==> config.mk <==
export PLATFORM = sky130hd
export DESIGN_NAME = crgu_seq
export DESIGN_NICKNAME = d
export VERILOG_FILES = /design/src/rtl/crgu_pkg.sv /design/src/rtl/crgu_sync.sv /design/src/rtl/crgu_seq.sv
export SDC_FILE = /design/constraint.sdc
export NUM_CORES = 1
export LEC_CHECK = 0
export BUFFER_PORTS_ARGS = -buffer_cell sky130_fd_sc_hd__buf_4
export CELL_PAD_IN_SITES_DETAIL_PLACEMENT = 1
export CELL_PAD_IN_SITES_GLOBAL_PLACEMENT = 1
export CORE_AREA = 2 2 85 87
export CTS_CLUSTER_SIZE = 30
export DETAILED_ROUTE_END_ITERATION = 10
export DIE_AREA = 0 0 87 89
export PLACE_DENSITY = 0.73
export SLEW_MARGIN = 20
export SYNTH_ARGS = -nofsm -noshare
export SYNTH_HDL_FRONTEND = slang
export SYNTH_SLANG_ARGS = --single-unit
==> constraint.sdc <==
create_clock -name clk_crg -period 2.3 [get_ports clk_crg]
set_clock_uncertainty 0.1 [all_clocks]
set_input_delay 0.23 -clock clk_crg [delete_from_list [all_inputs] [get_ports clk_crg]]
set_output_delay 0.23 -clock clk_crg [all_outputs]
set_load 0.02 [all_outputs]
==> src/rtl/crgu_pkg.sv <==
// -----------------------------------------------------------------------------
// crgu_pkg
// Shared types and default constants for the CRGU clock-gate / reset
// sequencer.
//   seq_state_e    : sequencer FSM states
//   CRGU_CNT_W     : default width of the sequencing counter
//   CRGU_PRE_CYC   : default cycles the clock runs before reset release
//   CRGU_HOLD_CYC  : default cycles reset is held with the clock running
//   CRGU_MAX_NCH   : largest supported number of gated domains
// -----------------------------------------------------------------------------
package crgu_pkg;

    typedef enum logic [1:0] {
        S_IDLE = 2'd0,
        S_ON   = 2'd1,
        S_OFF  = 2'd2,
        S_SRST = 2'd3
    } seq_state_e;

    localparam int CRGU_CNT_W    = 4;
    localparam int CRGU_PRE_CYC  = 4;
    localparam int CRGU_HOLD_CYC = 8;
    localparam int CRGU_MAX_NCH  = 16;

endpackage

==> src/rtl/crgu_sync.sv <==
// -----------------------------------------------------------------------------
// crgu_sync
// WIDTH-wide, STAGES-deep flop synchroniser with asynchronous active-low
// reset. Each bit is synchronised independently.
//   clk     in   1      destination clock
//   rst_n   in   1      asynchronous active-low reset (all stages clear to 0)
//   async_i in   WIDTH  asynchronous level inputs
//   sync_o  out  WIDTH  synchronised outputs (last stage)
// -----------------------------------------------------------------------------
module crgu_sync
    import crgu_pkg::*;
#(
    parameter int WIDTH  = 8,
    parameter int STAGES = 2
) (
    input  logic             clk,
    input  logic             rst_n,
    input  logic [WIDTH-1:0] async_i,
    output logic [WIDTH-1:0] sync_o
);

    logic [WIDTH-1:0] stage_q [STAGES];
    logic [WIDTH-1:0] stage_d [STAGES];

    always_comb begin
        stage_d[0] = async_i;
        for (int i = 1; i < STAGES; i++) begin
            stage_d[i] = stage_q[i-1];
        end
    end

    always_ff @(posedge clk or negedge rst_n) begin
        if (!rst_n) begin
            for (int i = 0; i < STAGES; i++) begin
                stage_q[i] <= '0;
            end
        end else begin
            for (int i = 0; i < STAGES; i++) begin
                stage_q[i] <= stage_d[i];
            end
        end
    end

    assign sync_o = stage_q[STAGES-1];

endmodule

==> src/rtl/crgu_seq.sv <==
// -----------------------------------------------------------------------------
// crgu_seq
// Per-domain clock-gate / reset sequencer. Level requests are synchronised,
// compared against the current ready state, and any mismatching domain is
// sequenced one at a time (lowest index first):
//   power-up  : clock enable, PRE_CYC cycles later reset release + ready
//   power-down: reset assert + not ready, HOLD_CYC cycles later clock gate
// A soft-reset pulse schedules a global pass that holds every domain reset
// for HOLD_CYC cycles and then releases the ones whose clock is running.
//   clk_crg    in   1    sequencer clock
//   rst_crg_n  in   1    asynchronous active-low reset
//   scan_mode  in   1    forces all clock enables on, resets follow rst_crg_n
//   ch_req     in   NCH  per-domain enable request (async level)
//   soft_rst   in   1    single-cycle soft-reset pulse (sync to clk_crg)
//   clk_en_o   out  NCH  clock-gate enable per domain
//   rst_n_o    out  NCH  active-low reset per domain
//   ch_rdy     out  NCH  domain clocked and out of reset
//   busy       out  1    sequence running or soft reset pending
// -----------------------------------------------------------------------------
module crgu_seq
    import crgu_pkg::*;
#(
    parameter int NCH         = 8,
    parameter int SYNC_STAGES = 2,
    parameter int PRE_CYC     = CRGU_PRE_CYC,
    parameter int HOLD_CYC    = CRGU_HOLD_CYC,
    parameter int CNT_W       = CRGU_CNT_W
) (
    input  logic           clk_crg,
    input  logic           rst_crg_n,
    input  logic           scan_mode,
    input  logic [NCH-1:0] ch_req,
    input  logic           soft_rst,
    output logic [NCH-1:0] clk_en_o,
    output logic [NCH-1:0] rst_n_o,
    output logic [NCH-1:0] ch_rdy,
    output logic           busy
);

    localparam int IDX_W = (NCH > 1) ? $clog2(NCH) : 1;

    // Reject parameter sets the counter or index logic cannot represent.
    generate
        if (NCH < 1 || NCH > CRGU_MAX_NCH) begin : g_bad_nch
            $error("crgu_seq: NCH out of range 1..16");
        end
        if (SYNC_STAGES < 2) begin : g_bad_sync
            $error("crgu_seq: SYNC_STAGES must be >= 2");
        end
        if (PRE_CYC < 1 || PRE_CYC > (2**CNT_W) - 1) begin : g_bad_pre
            $error("crgu_seq: PRE_CYC out of range 1..2**CNT_W-1");
        end
        if (HOLD_CYC < 1 || HOLD_CYC > (2**CNT_W) - 1) begin : g_bad_hold
            $error("crgu_seq: HOLD_CYC out of range 1..2**CNT_W-1");
        end
    endgenerate

    // Lowest set bit wins so simultaneous requests are served in index order.
    function automatic logic [IDX_W-1:0] lowest_index(input logic [NCH-1:0] vec);
        logic [IDX_W-1:0] idx;
        idx = '0;
        for (int i = NCH - 1; i >= 0; i--) begin
            if (vec[i]) begin
                idx = IDX_W'(i);
            end
        end
        return idx;
    endfunction

    logic [NCH-1:0]   req_s;
    logic [NCH-1:0]   mismatch;
    logic [IDX_W-1:0] pick;

    seq_state_e       state_q, state_d;
    logic [CNT_W-1:0] cnt_q, cnt_d;
    logic [IDX_W-1:0] sel_q, sel_d;
    logic [NCH-1:0]   clk_en_q, clk_en_d;
    logic [NCH-1:0]   rst_n_q, rst_n_d;
    logic [NCH-1:0]   rdy_q, rdy_d;
    logic             srst_pend_q, srst_pend_d;
    logic             busy_q, busy_d;

    crgu_sync #(
        .WIDTH  (NCH),
        .STAGES (SYNC_STAGES)
    ) u_req_sync (
        .clk     (clk_crg),
        .rst_n   (rst_crg_n),
        .async_i (ch_req),
        .sync_o  (req_s)
    );

    assign mismatch = req_s ^ rdy_q;
    assign pick     = lowest_index(mismatch);

    // Next-state logic. The counter is only loaded on entry to a timed state
    // and only decremented while non-zero, so it can never wrap.
    always_comb begin
        state_d     = state_q;
        cnt_d       = cnt_q;
        sel_d       = sel_q;
        clk_en_d    = clk_en_q;
        rst_n_d     = rst_n_q;
        rdy_d       = rdy_q;
        srst_pend_d = srst_pend_q;
        busy_d      = (state_q != S_IDLE) || srst_pend_q;

        case (state_q)
            S_IDLE: begin
                if (srst_pend_q) begin
                    state_d     = S_SRST;
                    rst_n_d     = '0;
                    rdy_d       = '0;
                    cnt_d       = CNT_W'(HOLD_CYC - 1);
                    srst_pend_d = 1'b0;
                end else if (|mismatch) begin
                    sel_d = pick;
                    if (req_s[pick]) begin
                        state_d        = S_ON;
                        clk_en_d[pick] = 1'b1;
                        cnt_d          = CNT_W'(PRE_CYC - 1);
                    end else begin
                        state_d       = S_OFF;
                        rst_n_d[pick] = 1'b0;
                        rdy_d[pick]   = 1'b0;
                        cnt_d         = CNT_W'(HOLD_CYC - 1);
                    end
                end
            end
            S_ON: begin
                if (cnt_q == '0) begin
                    rst_n_d[sel_q] = 1'b1;
                    rdy_d[sel_q]   = 1'b1;
                    state_d        = S_IDLE;
                end else begin
                    cnt_d = cnt_q - 1'b1;
                end
            end
            S_OFF: begin
                if (cnt_q == '0) begin
                    clk_en_d[sel_q] = 1'b0;
                    state_d         = S_IDLE;
                end else begin
                    cnt_d = cnt_q - 1'b1;
                end
            end
            S_SRST: begin
                // Only domains whose clock is running may leave reset.
                if (cnt_q == '0) begin
                    rst_n_d = clk_en_q;
                    rdy_d   = clk_en_q;
                    state_d = S_IDLE;
                end else begin
                    cnt_d = cnt_q - 1'b1;
                end
            end
            default: begin
                state_d = S_IDLE;
            end
        endcase

        // A new pulse outranks the clear-on-entry so a pulse arriving while
        // a pass starts still earns one more pass.
        if (soft_rst) begin
            srst_pend_d = 1'b1;
        end
    end

    always_ff @(posedge clk_crg or negedge rst_crg_n) begin
        if (!rst_crg_n) begin
            state_q     <= S_IDLE;
            cnt_q       <= '0;
            sel_q       <= '0;
            clk_en_q    <= '0;
            rst_n_q     <= '0;
            rdy_q       <= '0;
            srst_pend_q <= 1'b0;
            busy_q      <= 1'b0;
        end else begin
            state_q     <= state_d;
            cnt_q       <= cnt_d;
            sel_q       <= sel_d;
            clk_en_q    <= clk_en_d;
            rst_n_q     <= rst_n_d;
            rdy_q       <= rdy_d;
            srst_pend_q <= srst_pend_d;
            busy_q      <= busy_d;
        end
    end

    // Scan bypass is purely combinational so the test clock reaches every
    // domain and resets are controlled directly from the tester.
    assign clk_en_o = scan_mode ? {NCH{1'b1}} : clk_en_q;
    assign rst_n_o  = scan_mode ? {NCH{rst_crg_n}} : rst_n_q;
    assign ch_rdy   = rdy_q;
    assign busy     = busy_q;

endmodule

==> summary.md <==
| Metric | Value |
|---|---|
| I/O Pins | `37` |
| Placed Cells incl. Taps | `around 440` |
| Most frequent cells in the layout | `buf_4, dfrtp_1, nor2_1` |
| DR iter-0 viols | `roughly 120` |
| Initial antenna violation count | `0` |
| Final Instance Area | `~3700 µm²` |
| Antenna diode count | `0` |
| Hold slack | `around 0.016 ns` |
| Crit path top cell by count | `or4_4` |
| Synth Area per Inst | `a little over 9 µm²` |
| Core area | `roughly 6700 µm²` |
| Max-slew headroom | `0.564` |
| Worst hold-check path type | `input port to flop` |
| Top Family by Delay on Critical Path | `simple AND/OR/NAND/NOR gates` |
| Routing usage on met2 | `0.416` |
| Pwr Density | `just over 900 nW/µm²` |
| Row cnt | `30` |
| PortBufs | `36` |
| CTS tree | `built` |
| Leakage | `between 1.5 and 2 nW` |
| RSZ-0062 raised after global routing | `true` |
| CP cell instances | `xor2_1 -> or4_4 -> or4_4 -> a21oi_2 -> buf_4 -> o31ai_4 -> o211ai_1` |
| Maximum capacitance violations | `0` |
| Clock tree sinks | `between 50 and 60` |
| H-tree Lvls | `2` |
| Slew Viols, Final | `0` |
| Post-synth top area share | `0.492` |
| Final period utilization | `1.08` |
| Final wirelength | `8540 µm` |
| Post-Syn Instances | `284` |
| CP max stage delay | `roughly 0.58 ns` |
| Hpwl dp | `about 6400 µm` |
| Register bit total from synthesis | `51` |
| Fin crit period | `roughly 2.5 ns` |
| Die ar. | `roughly 7700 µm²` |
| WL/cell | `18.6 µm` |
| Die width | `~87 µm` |
| Clk Latency, worst-skew pair | `roughly 0.31 ns` |
| Vias in the first global route | `around 2700` |
| DR vias | `between 2000 and 2500` |
| Worst-path clk slew | `about 0.090 ns` |
| Grt met1 use | `0.298` |
| Layout cells sized above 1 | `0.386` |
| Die outline height | `89 µm` |
| Clock buffer count from CTS | `5` |
| FMAX | `approximately 0.40 GHz` |
| Startpoint types | `flop` |
| Gr busiest metal | `met2` |
| GPL Wtd Cong | `between 0.9 and 1` |
| Run status | `finished with violations` |
| Max clock buf depth | `2` |
| Crit Path Class | `flop to flop` |
| Asr flop ratio synth | `1.00` |
| Worst-Margin Slew | `around 0.65 ns` |
| Routing usage on met3 | `0.0360` |
| Gr usage total | `0.235` |
| Area grow syn2layout | `42.5%` |
| Endpoints failing hold | `0` |
| DRC Markers | `0` |
| Vias per std cell | `5.45` |
| # nets final | `between 300 and 400` |
| Final Util | `0.551` |
| First-pass GRT wire length | `around 14000 µm` |
| Starting Density | `0.386` |
| Worst VDD drop | `0.000464 V` |
| Crit path max fanout | `4` |
| Reg area | `1280 µm²` |
| GRT overflow | `0` |
| Post-route insts no fill | `roughly 460` |
| Setup TNS | `-3.31 ns` |
| Final antenna-violating net count | `0` |
| FILL cells | `slightly below 800` |
| Critical Path AT | `roughly 2.6 ns` |
| Register area share after synthesis | `0.492` |
| Number of flops mapped to enable cells by yosys | `0` |
| Ranking of synthesized cells by area | `dfrtp_1, nor2_1, o21ai_0` |
| Syn_nets | `297` |
| Post-route setup slack | `-0.181 ns` |
| Largest net degree at the start of global routing | `52` |
| Post-DP Area | `3310 µm²` |
| Commonest non-fill, non-tap cell in the layout | `buf_4` |
| Leading area contributor after synthesis | `dfrtp_1` |
| DRT Pass-1 Iters | `4` |
| Synthesis warning total | `0` |
| Footprint of the multi-input gates | `about 1400 µm²` |
| Unique masters post-synth | `49` |
| Root Buffer | `clkbuf_8` |
| Synth Flop Type | `dfrtp_1` |
| Critical Path End Type | `flop` |
| Setup violators final | `26` |
| WP buf/inv | `1` |
| Netlist Area Pre-Place | `around 2600 µm²` |
| CP required | `2.42 ns` |
| Slowest CP cell | `or4_4` |
| Failing checks | `negative setup slack` |
registers in the layout, indices dropped and copies added (netlist names):
name                flops
srst_pend_q             1
clk_en_q                8
busy                    1
state_q                 2
rst_n_q                 8
u_req_sync.stage_d      8
cnt_q                   4
u_req_sync.sync_o       8
ch_rdy                  8
sel_q                   3
synthesized netlist by cell type (3+ instances only):
master	instances
dfrtp_1	51
nor2_1	41
o21ai_0	28
nand2_1	21
a31oi_1	19
inv_1	15
a21oi_1	11
or2_2	9
clkbuf_1	8
nor2b_1	6
nor3_1	6
a22oi_1	5
or3_1	5
xor2_1	5
nand2b_1	4
o31ai_1	4
xnor2_1	4
o21a_1	3
layer usage:
layer | part of all wire | vias to the layer above
met5 | 0 | -
li1 | - | 1192
met3 | 0.041 | 16
met2 | 0.50 | 62
met4 | 0.021 | 0
met1 | 0.44 | 1228
final cells by class:
cell class              instances  area share
well taps                      80      0.0271
repair buffers                 98       0.208
multi-input cells             206       0.380
flip-flops and latches         51       0.346
clock inverters                 2     0.00338
inverters                      15      0.0152
clock buffers                   6      0.0196
timing repair:
action / CTS / global route
setup buffers: 3 / 1
hold buffers: 9 / 0
resized for setup: 26 / 16
endpoints found under the setup margin: 26 / 26
pin swaps: 10 / 6
endpoints found under the hold margin: 59 / 0
logic make-up after synthesis:
logic type      Yosys count  share of synthesized area
buf+inv                  27                     0.0443
flops                    51                      0.492
xor+xnor                 10                     0.0366
simple gates            105                      0.195
fa+ha+maj                 1                    0.00482
compound gates           88                      0.219
mux                       2                    0.00819
metrics by stage:
stage / setup slack [ns] / total power, mW
global placement: -0.201 / 2.64
global route: -0.257 / 3.64
floorplan: -0.191 / 2.05
detailed placement: -0.264 / 2.71
finish: -0.181 / 3.41
CTS: -0.168 / 3.34
power breakdown:
part / total, mW / switching [mW] / internal [mW]
registers: 1.24 / 0.181 / 1.06
logic: 1.66 / 0.949 / 0.706
clock network: 0.517 / 0.303 / 0.213
worst paths after layout:
path                                        from              endpoint  slack [ns]  cells past startpoint
min in group asynchronous              rst_crg_n           clk_en_q[6]        0.48                      3
min reg2reg                u_req_sync.stage_d[7]  u_req_sync.sync_o[7]        0.26                      0
min                                     soft_rst           srst_pend_q        0.02                      2
max                         u_req_sync.sync_o[4]              cnt_q[2]       -0.18                      7
max reg2reg                 u_req_sync.sync_o[4]              cnt_q[2]       -0.18                      7
max in group asynchronous              rst_crg_n             ch_rdy[7]        1.14                      3
(Power assumes the default switching activity.)
